--- src/rtl/rmii_pkg.sv ---
// rtl/rmii_pkg.sv - shared types and constants for the RMII receive deframer
package rmii_pkg;

    typedef enum logic [1:0] {
        IDLE,
        PREAMBLE,
        DATA,
        DROP
    } rx_state_e;

    localparam logic [1:0]  PREAMBLE_DIBIT = 2'b01;
    localparam logic [1:0]  SFD_DIBIT      = 2'b11;

    localparam logic [31:0] CRC_POLY    = 32'h04C11DB7;
    localparam logic [31:0] CRC_INIT    = 32'hFFFFFFFF;
    localparam logic [31:0] CRC_RESIDUE = 32'hC704DD7B;

    // Bit-reverse a 32-bit word; links the LSB-first CRC register to the MSB-first constants.
    function automatic logic [31:0] reflect32(input logic [31:0] v);
        logic [31:0] r;
        for (int i = 0; i < 32; i++) begin
            r[i] = v[31-i];
        end
        return r;
    endfunction

endpackage

--- src/rtl/rmii_crc32.sv ---
// rtl/rmii_crc32.sv - byte-wide reflected CRC-32 register with clear and enable
module rmii_crc32
    import rmii_pkg::*;
(
    input  logic        clk_rmii,
    input  logic        rst_ni,
    input  logic        clr,
    input  logic        en,
    input  logic [7:0]  data,
    output logic [31:0] crc
);

    // The register shifts right (LSB first), so it works with the reflected polynomial.
    localparam logic [31:0] POLY_REFL = reflect32(CRC_POLY);

    logic [31:0] crc_next;

    // Fold one byte into the CRC, earliest wire bit (bit 0) first.
    always_comb begin
        crc_next = crc;
        for (int i = 0; i < 8; i++) begin
            if (crc_next[0] ^ data[i]) begin
                crc_next = (crc_next >> 1) ^ POLY_REFL;
            end else begin
                crc_next = crc_next >> 1;
            end
        end
    end

    // CRC state: restart on clear, advance on each completed byte.
    always_ff @(posedge clk_rmii or negedge rst_ni) begin
        if (!rst_ni) begin
            crc <= CRC_INIT;
        end else if (clr) begin
            crc <= CRC_INIT;
        end else if (en) begin
            crc <= crc_next;
        end
    end

endmodule

--- src/rtl/rmii_rx_deframer.sv ---
// rtl/rmii_rx_deframer.sv - RMII dibit receiver: preamble/SFD strip, byte assembly, framing; FCS check under RMII_RX_FCS_CHECK_EN
module rmii_rx_deframer
    import rmii_pkg::*;
#(
    parameter int MAX_FRAME    = 1522,
    parameter int MIN_PREAMBLE = 4,
    parameter int LEN_W        = 11,
    parameter int CNT_W        = 16
) (
    input  logic             clk_rmii,
    input  logic             rst_ni,
    input  logic [1:0]       rmii_rxd,
    input  logic             rmii_crs_dv,
    input  logic             rmii_rx_er,
    output logic [7:0]       rx_data,
    output logic             rx_valid,
    output logic             rx_sop,
    output logic             rx_eop,
    output logic             rx_err,
    output logic [LEN_W-1:0] rx_len,
    output logic [CNT_W-1:0] frame_cnt,
    output logic [CNT_W-1:0] err_cnt
`ifdef RMII_RX_FCS_CHECK_EN
    ,
    output logic             fcs_err
`endif
);

    localparam int               PRE_W   = $clog2(MIN_PREAMBLE + 1);
    localparam logic [PRE_W-1:0] PRE_SAT = PRE_W'(MIN_PREAMBLE);
    localparam logic [LEN_W-1:0] LEN_MAX = LEN_W'(MAX_FRAME);

    logic [1:0]       d_q;
    logic             dv_q;
    logic             er_q;

    rx_state_e        state_q, state_d;
    logic [PRE_W-1:0] pre_q, pre_d;
    logic [1:0]       idx_q, idx_d;
    logic [5:0]       sh_q, sh_d;
    logic [7:0]       hold_q, hold_d;
    logic             hold_v_q, hold_v_d;
    logic             first_q, first_d;
    logic [LEN_W-1:0] len_q, len_d;
    logic             bad_q, bad_d;

    logic [7:0]       data_d;
    logic             valid_d, sop_d, eop_d, err_d;
    logic [LEN_W-1:0] len_out_d;
    logic             good_inc, bad_inc;

    logic             end_now;
    logic [LEN_W-1:0] held_len;
    logic             fcs_bad;

    // Carrier drop only counts on nibble boundaries; odd-index drops are CRS toggling.
    assign end_now  = (state_q == DATA) && !dv_q && !idx_q[0];
    assign held_len = len_q + LEN_W'(1);

`ifdef RMII_RX_FCS_CHECK_EN
    logic [31:0] crc_val;

    rmii_crc32 u_crc (
        .clk_rmii (clk_rmii),
        .rst_ni   (rst_ni),
        .clr      (state_q != DATA),
        .en       ((state_q == DATA) && (idx_q == 2'd3)),
        .data     ({d_q, sh_q}),
        .crc      (crc_val)
    );

    assign fcs_bad = (reflect32(crc_val) != CRC_RESIDUE);

    // FCS failure flag travels with the eop strobe.
    always_ff @(posedge clk_rmii or negedge rst_ni) begin
        if (!rst_ni) begin
            fcs_err <= 1'b0;
        end else begin
            fcs_err <= eop_d && fcs_bad;
        end
    end
`else
    assign fcs_bad = 1'b0;
`endif

    // Register the PHY pins once; all decisions use these copies.
    always_ff @(posedge clk_rmii or negedge rst_ni) begin
        if (!rst_ni) begin
            d_q  <= 2'b00;
            dv_q <= 1'b0;
            er_q <= 1'b0;
        end else begin
            d_q  <= rmii_rxd;
            dv_q <= rmii_crs_dv;
            er_q <= rmii_rx_er;
        end
    end

    // FSM state register.
    always_ff @(posedge clk_rmii or negedge rst_ni) begin
        if (!rst_ni) begin
            state_q <= IDLE;
        end else begin
            state_q <= state_d;
        end
    end

    // Next state, datapath updates and the next output strobe.
    always_comb begin
        state_d   = state_q;
        pre_d     = pre_q;
        idx_d     = idx_q;
        sh_d      = sh_q;
        hold_d    = hold_q;
        hold_v_d  = hold_v_q;
        first_d   = first_q;
        len_d     = len_q;
        bad_d     = bad_q;
        data_d    = 8'h00;
        valid_d   = 1'b0;
        sop_d     = 1'b0;
        eop_d     = 1'b0;
        err_d     = 1'b0;
        len_out_d = '0;
        good_inc  = 1'b0;
        bad_inc   = 1'b0;

        case (state_q)
            IDLE: begin
                if (dv_q && d_q == PREAMBLE_DIBIT) begin
                    state_d = PREAMBLE;
                    pre_d   = PRE_W'(1);
                end
            end

            PREAMBLE: begin
                if (!dv_q) begin
                    state_d = IDLE;
                end else if (d_q == PREAMBLE_DIBIT) begin
                    if (pre_q < PRE_SAT) begin
                        pre_d = pre_q + PRE_W'(1);
                    end
                end else if (d_q == SFD_DIBIT && pre_q >= PRE_SAT) begin
                    state_d  = DATA;
                    idx_d    = 2'd0;
                    sh_d     = 6'd0;
                    len_d    = '0;
                    hold_v_d = 1'b0;
                    first_d  = 1'b1;
                    bad_d    = 1'b0;
                end else begin
                    state_d = DROP;
                end
            end

            DATA: begin
                if (end_now) begin
                    state_d = IDLE;
                    if (hold_v_q) begin
                        valid_d   = 1'b1;
                        data_d    = hold_q;
                        sop_d     = first_q;
                        eop_d     = 1'b1;
                        err_d     = bad_q || er_q || idx_q[1] || fcs_bad;
                        len_out_d = held_len;
                        hold_v_d  = 1'b0;
                        good_inc  = !err_d;
                        bad_inc   = err_d;
                    end else begin
                        bad_inc = 1'b1;
                    end
                end else begin
                    if (er_q) begin
                        bad_d = 1'b1;
                    end
                    idx_d = idx_q + 2'd1;
                    case (idx_q)
                        2'd0: sh_d[1:0] = d_q;
                        2'd1: sh_d[3:2] = d_q;
                        2'd2: begin
                            sh_d[5:4] = d_q;
                            // Release the held byte only once the next byte is past its
                            // first nibble, so an odd-nibble end can still flag it.
                            if (hold_v_q) begin
                                valid_d  = 1'b1;
                                data_d   = hold_q;
                                sop_d    = first_q;
                                first_d  = 1'b0;
                                hold_v_d = 1'b0;
                                len_d    = held_len;
                                if (held_len == LEN_MAX) begin
                                    eop_d     = 1'b1;
                                    err_d     = 1'b1;
                                    len_out_d = held_len;
                                    bad_inc   = 1'b1;
                                    state_d   = DROP;
                                end
                            end
                        end
                        default: begin
                            hold_d   = {d_q, sh_q};
                            hold_v_d = 1'b1;
                        end
                    endcase
                end
            end

            DROP: begin
                if (!dv_q) begin
                    state_d = IDLE;
                end
            end

            default: state_d = IDLE;
        endcase
    end

    // Byte assembly, holding register and per-frame bookkeeping.
    always_ff @(posedge clk_rmii or negedge rst_ni) begin
        if (!rst_ni) begin
            pre_q    <= '0;
            idx_q    <= 2'd0;
            sh_q     <= 6'd0;
            hold_q   <= 8'h00;
            hold_v_q <= 1'b0;
            first_q  <= 1'b0;
            len_q    <= '0;
            bad_q    <= 1'b0;
        end else begin
            pre_q    <= pre_d;
            idx_q    <= idx_d;
            sh_q     <= sh_d;
            hold_q   <= hold_d;
            hold_v_q <= hold_v_d;
            first_q  <= first_d;
            len_q    <= len_d;
            bad_q    <= bad_d;
        end
    end

    // Registered byte-stream outputs.
    always_ff @(posedge clk_rmii or negedge rst_ni) begin
        if (!rst_ni) begin
            rx_data  <= 8'h00;
            rx_valid <= 1'b0;
            rx_sop   <= 1'b0;
            rx_eop   <= 1'b0;
            rx_err   <= 1'b0;
            rx_len   <= '0;
        end else begin
            rx_data  <= data_d;
            rx_valid <= valid_d;
            rx_sop   <= sop_d;
            rx_eop   <= eop_d;
            rx_err   <= err_d;
            rx_len   <= len_out_d;
        end
    end

    // Saturating good/bad frame statistics.
    always_ff @(posedge clk_rmii or negedge rst_ni) begin
        if (!rst_ni) begin
            frame_cnt <= '0;
            err_cnt   <= '0;
        end else begin
            if (good_inc && frame_cnt != {CNT_W{1'b1}}) begin
                frame_cnt <= frame_cnt + CNT_W'(1);
            end
            if (bad_inc && err_cnt != {CNT_W{1'b1}}) begin
                err_cnt <= err_cnt + CNT_W'(1);
            end
        end
    end

endmodule

--- config.mk ---
export PLATFORM = sky130hd
export DESIGN_NAME = rmii_rx_deframer
export DESIGN_NICKNAME = d
export VERILOG_FILES = /design/src/rtl/rmii_pkg.sv /design/src/rtl/rmii_crc32.sv /design/src/rtl/rmii_rx_deframer.sv
export SDC_FILE = /design/constraint.sdc
export NUM_CORES = 1
export LEC_CHECK = 0
export ABC_AREA = 0
export CAP_MARGIN = 20
export CELL_PAD_IN_SITES_DETAIL_PLACEMENT = 0
export CELL_PAD_IN_SITES_GLOBAL_PLACEMENT = 1
export CORE_ASPECT_RATIO = 0.7
export CORE_MARGIN = 10
export CORE_UTILIZATION = 39
export CTS_BUF_LIST = sky130_fd_sc_hd__clkbuf_8 sky130_fd_sc_hd__clkbuf_16
export DETAILED_ROUTE_END_ITERATION = 8
export PLACE_DENSITY = 0.87
export SYNTH_ARGS = -nofsm -noshare
export SYNTH_HDL_FRONTEND = slang
export SYNTH_SLANG_ARGS = --single-unit
--- constraint.sdc ---
create_clock -name clk_rmii -period 2.25 [get_ports clk_rmii]
set_input_delay 0.45 -clock clk_rmii [delete_from_list [all_inputs] [get_ports clk_rmii]]
set_output_delay 0.45 -clock clk_rmii [all_outputs]
set_load 0.03 [all_outputs]
* Word level (Yosys, flattened, before mapping)
Index checks and enable logic that the tools add are counted.
Storage, ports and cells: register bits after elaboration 94, input port bits 6, output and inout bits 55, logic and storage cells 169
Operators by class: add/sub/neg operators 5, magnitude comparators 2, equal/unequal tests 28, multiplexer cells 83, bitwise gates (word level) 2, reduce and logical (&&, ||, !) cells 27
Operator list (number):
- 2-to-1 mux 11 bit | 12
- 2-to-1 mux 1 bit | 35
- adder 16 x 1 -> 16 bit, second input constant | 2
- 2-to-1 mux 8 bit | 4
- != test 16 bit, second input constant | 2
- 2-to-1 mux 2 bit | 15
- AND reduction 6 bit | 5
- 2-to-1 mux 6 bit | 4
- one-hot mux 11 bit (2 select lines) | 1
- != test 2 bit, second input constant | 10
- AND reduction 5 bit | 3
- 2-to-1 mux 3 bit | 4
- one-hot mux 6 bit (2 select lines) | 1
- adder 11 x 1 -> 11 bit, second input constant | 1
- == test 11 bit, second input constant | 1
- != test 3 bit, second input constant | 3
- == test 2 bit, second input constant | 4
- one-hot mux 1 bit (2 select lines) | 4
- one-hot mux 2 bit (4 select lines) | 1
- AND reduction 7 bit | 1
- == test 2 x 1 -> 1 bit, second input constant | 3
- logical AND 1 bit | 6
- != test 2 x 1 -> 1 bit, second input constant | 3
- != test 3 x 2 -> 1 bit, second input constant | 2
- other kinds (14) | 20

* Depth between registers and ports, before layout
word-level depth 8, depth in mapped cells 10, gate-level depth less buffers 8

* Worst setup path before layout
Ideal clock, no wire load.
path type reg-to-reg, start reg len_q[1], end reg err_cnt[1], library setup time 127 ps, data arrival time 2248 ps, required time 2123 ps, setup slack -126 ps, cell stages (with the launch flop) 10, buffers on the path 1, clock period less this slack 2376 ps, cells stage by stage dfrtp_1 ha_1 buf_2 and2_1 and3_1 a32oi_1 a22o_1 o31ai_4 and2_2 mux2_1
On the way: word-level cells in the longest chain between the ends 8
RTL lines:
- start, declared | line rmii_rx_deframer.sv:44 | logic [LEN_W-1:0] len_q, len_d;
- start signal, assigned | line rmii_rx_deframer.sv:236 | len_q <= len_d;
- adder 11 x 1 -> 11 bit | line rmii_rx_deframer.sv:58 | assign held_len = len_q + LEN_W'(1);
- == test 11 bit | line rmii_rx_deframer.sv:191 | if (held_len == LEN_MAX) begin
- 2-to-1 mux 1 bit | line rmii_rx_deframer.sv:191
- 2-to-1 mux 1 bit | line rmii_rx_deframer.sv:184 | if (hold_v_q) begin
- 2-to-1 mux 1 bit | line rmii_rx_deframer.sv:177 | case (idx_q)
- 2-to-1 mux 1 bit | line rmii_rx_deframer.sv:157 | if (end_now) begin
- 2-to-1 mux 1 bit | line rmii_rx_deframer.sv:128 | case (state_q)
- logical AND 1 bit | line rmii_rx_deframer.sv:269 | if (bad_inc && err_cnt != {CNT_W{1'b1}}) begin
- end signal, assigned | line rmii_rx_deframer.sv:270 | err_cnt <= err_cnt + CNT_W'(1);
- end, declared | line rmii_rx_deframer.sv:22 | output logic [CNT_W-1:0] err_cnt
Every way passes these cells. A chain may end at the register's enable or synchronous reset.

* Worst setup path in the final report
start reg len_q[0], end reg err_cnt[1]
The elaborated chain is that of the path after synthesis.

==> results.txt <==
* Type of the worst setup path: flip-flop to flip-flop
- Overall Global Routing Usage: 0.131
- From bottom edge to top edge, the die measures roughly 110 um.
- The longest clock path from root to sink contains 2 buffers.
- Max VDD drop: 0.000465 V
* Drt wl/cell: 15.1 um
- Number of buffers and inverters on the critical path: 1
- On the critical path, the stage with the largest delay is an instance of sky130_fd_sc_hd__dfrtp_1.
- Leaving out fill and tap cells, the most frequent cells in the layout are 91 x sky130_fd_sc_hd__dfrtp_1, 59 x sky130_fd_sc_hd__clkdlybuf4s50_1, 37 x sky130_fd_sc_hd__nand2_1, 32 x sky130_fd_sc_hd__buf_4, 31 x sky130_fd_sc_hd__nor2_1.
- Maximum frequency from static timing analysis: between 400 and 500 MHz
* Vias in the first global route: around 3300
- Pin count of the biggest net entering global routing: 55
- Final Critical Period: 2.19 ns
- The count of nets left with antenna violations once routing finished came out at 0.
- Clock root buffer: sky130_fd_sc_hd__clkbuf_16
* Delay of the slowest cell on the worst path: 0.41 ns
- At the worst endpoint, the required time is ~2.5 ns.
- Most common library cell in the layout ignoring fill and taps: sky130_fd_sc_hd__dfrtp_1
- Synthesis produced 408 cells.
- Asr flop ratio synth: 1.00
- At the placement stage, the worst setup path has a slack of -0.0250 ns.
* Final setup violation count: 0
* Aggregate routed wire length: roughly 10000 um
- For this run, the register share of the synthesized area comes to 0.543.
- The initial utilization of the core area, before any placement, comes to 0.397.
- Static leakage: ~2.6 nW
- In the final layout, the share of cells above drive strength 1 is 0.179.
* Final hold violation count: 0
- The average instance in the mapped netlist occupies between 10 and 15 sq um.
* Power, Total: roughly 4.3 mW
- The worst setup path is captured at a flip-flop.
- Final WS setup: between 0.06 and 0.07 ns
- The net count of the finished layout is 518.
- Counting flops with a built-in enable in the synthesized netlist gives 0.
- Length of the first detailed-routing pass in iterations: 4
- Vias after detailed routing: ~3300
* Cell Chain, Critical Path: ha_4 > buf_6 > xor2_1 > nand4_1 > a22o_4 > o31ai_4 > and2_4 > mux2_4
* Insertion delay of the later-clocked pin in the worst-skew pair: roughly 0.34 ns
- RSZ-0062 raised after global routing: true
- In this run the tightest slew margin relative to its limit is 0.639.
* Wire length of the first global-routing pass: 17000 um
- Detailed placer's ending HPWL: 7130 um
- The tightest min-delay check is of the input port to asynchronous set/reset pin type.
* Setup total negative slack: 0 ns
- After synthesis, the netlist uses 51 different library cells.
* Number of synthesized register bits: 94
* Yosys warnings: 0
- Summed over all layers, the global routing overflow is 0.
- Broken down by cell family, the worst path's largest delay share belongs to compound AO/OA/AOI/OAI gates.
* Outcome: finished clean
- Clock transition at path regs: around 0.06 ns
- In this run the standard cell core region covers 0.0109 sq mm.
* Count of hold buffers inserted by post-cts repair: 0
* Final weighted congestion of routability-driven global placement: between 0.8 and 0.9
* Area delta synth->final: 32.6%
* Port Buffers: 60
* Number of sinks on the clock net: 94
- Number of max-capacitance violations reported: 0
- The final-report max-slew violation count is 0.
- Portion of the clock cycle consumed by the worst path in the final layout: 0.972
- CTS H-tree lvls: 3
- Pwr Density: about 750 mW/mm^2
- The number of nets in the synthesized netlist is around 420.
- Detailed-route vias per instance: ~5.1
- Of all nets on the critical path, the largest fanout is 7.
- Crit path DAT: 2.41 ns
- The die covers ~0.016 sq mm.
- Buffers inserted during clock tree synthesis total 9.
* Worst Skew: between 0.007 and 0.008 ns
- Measured along the x axis, the die boundary spans between 100 and 150 um.
* Cell Rows: 32
- Post-synth top flop: sky130_fd_sc_hd__dfrtp_1
- The worst setup path is launched from a flip-flop.
- Number of top-level pins: between 60 and 70
* Cell area after synthesis: around 0.0043 sq mm
* ANT cells: 0
* Utilization after layout: 0.526
* Number of antenna violations at the first check in global routing: 0
- At the pin with the least slew margin, the transition time is about 0.54 ns.
- TritonCTS built the clock tree.
- After detailed routing, the number of remaining DRC violations is 0.
- After filler insertion, the fill cell instance count of the layout stands at 967.
- DRC marker count from the first detailed-route iteration: between 150 and 200
## cells in the mapped netlist (4+ instances only)
| cell type | count | share of area |
|---|---|---|
| sky130_fd_sc_hd__xor2_1 | 10 | 0.020 |
| sky130_fd_sc_hd__clkbuf_1 | 5 | 0.0043 |
| sky130_fd_sc_hd__xnor2_1 | 28 | 0.057 |
| sky130_fd_sc_hd__o31ai_1 | 6 | 0.010 |
| sky130_fd_sc_hd__and4_1 | 4 | 0.0081 |
| sky130_fd_sc_hd__and2_1 | 13 | 0.019 |
| sky130_fd_sc_hd__mux2_2 | 9 | 0.023 |
| sky130_fd_sc_hd__o21ai_0 | 22 | 0.025 |
| sky130_fd_sc_hd__inv_1 | 13 | 0.011 |
| sky130_fd_sc_hd__nand4_1 | 10 | 0.014 |
| sky130_fd_sc_hd__nand2_1 | 38 | 0.033 |
| sky130_fd_sc_hd__a32o_1 | 6 | 0.014 |
| sky130_fd_sc_hd__buf_2 | 4 | 0.0046 |
| sky130_fd_sc_hd__or3_1 | 4 | 0.0058 |
| sky130_fd_sc_hd__dfrtp_1 | 94 | 0.54 |
| sky130_fd_sc_hd__and3_1 | 8 | 0.012 |
| sky130_fd_sc_hd__nor2_1 | 33 | 0.029 |
| sky130_fd_sc_hd__ha_1 | 9 | 0.026 |
| sky130_fd_sc_hd__nor3_1 | 12 | 0.014 |
| sky130_fd_sc_hd__nand3_1 | 21 | 0.024 |
| sky130_fd_sc_hd__a21oi_1 | 18 | 0.021 |
## routing by layer
metal,vias up,wire [um],track usage
met5,-,0,0
met3,13,586,0.0434
met4,0,144,0.0449
li1,1619,-,-
met1,1634,4670,0.170
met2,83,4570,0.202
## sequential cells by signal (all words and copies together), names as in the netlist
| signal | flops |
|---|---|
| first_q | 1 |
| hold_v_q | 1 |
| rx_data | 8 |
| err_cnt | 16 |
| rx_sop | 1 |
| rx_err | 1 |
| rx_len | 11 |
| rx_eop | 1 |
| len_q | 11 |
| dv_q | 1 |
| bad_q | 1 |
| idx_q | 2 |
| sh_q | 6 |
| er_q | 1 |
| state_q | 2 |
| rx_valid | 1 |
| pre_q | 3 |
| frame_cnt | 16 |
| d_q | 2 |
| hold_q | 8 |
## where the power goes
| part | switching (mW) | leakage [nW] | internal, mW | total, mW |
|---|---|---|---|---|
| clock | 0.630 | 0.141 | 0.775 | 1.41 |
| sequential | 0.132 | 1.27 | 1.88 | 2.01 |
| combinational | 0.505 | 1.14 | 0.404 | 0.909 |
| total | 1.27 | 2.55 | 3.06 | 4.32 |
## final cells by class
| class | instances | area, sq um | share of cell area |
|---|---|---|---|
| timing repair buffer | 96 | 905 | 0.157 |
| clock inverter | 6 | 37.5 | 0.00653 |
| tap | 153 | 191 | 0.0333 |
| inverter | 14 | 52.6 | 0.00914 |
| sequential | 94 | 2360 | 0.410 |
| multi-input combinational | 288 | 1970 | 0.342 |
| clock buffer | 10 | 239 | 0.0416 |
## worst register-to-register path, stage by stage (launching register included)
cell,delay (ns)
sky130_fd_sc_hd__dfrtp_1,0.41
sky130_fd_sc_hd__ha_4,0.19
sky130_fd_sc_hd__buf_6,0.13
sky130_fd_sc_hd__xor2_1,0.15
sky130_fd_sc_hd__nand4_1,0.12
sky130_fd_sc_hd__a22o_4,0.29
sky130_fd_sc_hd__o31ai_4,0.28
sky130_fd_sc_hd__and2_4,0.21
sky130_fd_sc_hd__mux2_4,0.29
## repair_timing
item                                    4_1_cts  5_1_grt
endpoints found under the setup margin        1       29
buffers inserted                              0        5
pin swaps                                     0        9
gates resized for setup                       2       24
## path summary, 6_finish.rpt
path | start | to | slack [ns] | cells after the start
worst max-delay path | len_q[0] | err_cnt[1] | 0.06 | 8
worst min-delay path | rst_ni | rx_valid | 0.09 | 1
worst max register to register | len_q[0] | err_cnt[1] | 0.06 | 8
worst min register to register | first_q | first_q | 0.47 | 1
max in group asynchronous | rst_ni | len_q[9] | 1.50 | 2
min in group clk_rmii | first_q | first_q | 0.47 | 1
## cell families after synthesis
kind of cell,synth area share
xor gates and xnor gates,0.0768
AOI/OAI and AO/OA,0.102
DFF,0.543
adders and majority gates,0.0260
muxes,0.0306
and+or+nand+nor,0.195
buffers and inverters,0.0271
## through the flow
step | instance area [sq um] | cells | hold slack, ns
after floorplan | 4350 | 408 | 0.154
after CTS | 5610 | 656 | 0.106
after detailed placement | 5330 | 640 | 0.460
after global placement | 5330 | 640 | 0.458
final | 5750 | 661 | 0.0901
after global routing | 5750 | 661 | 0.133
No activity file was read; power rests on OpenSTA's default activity.
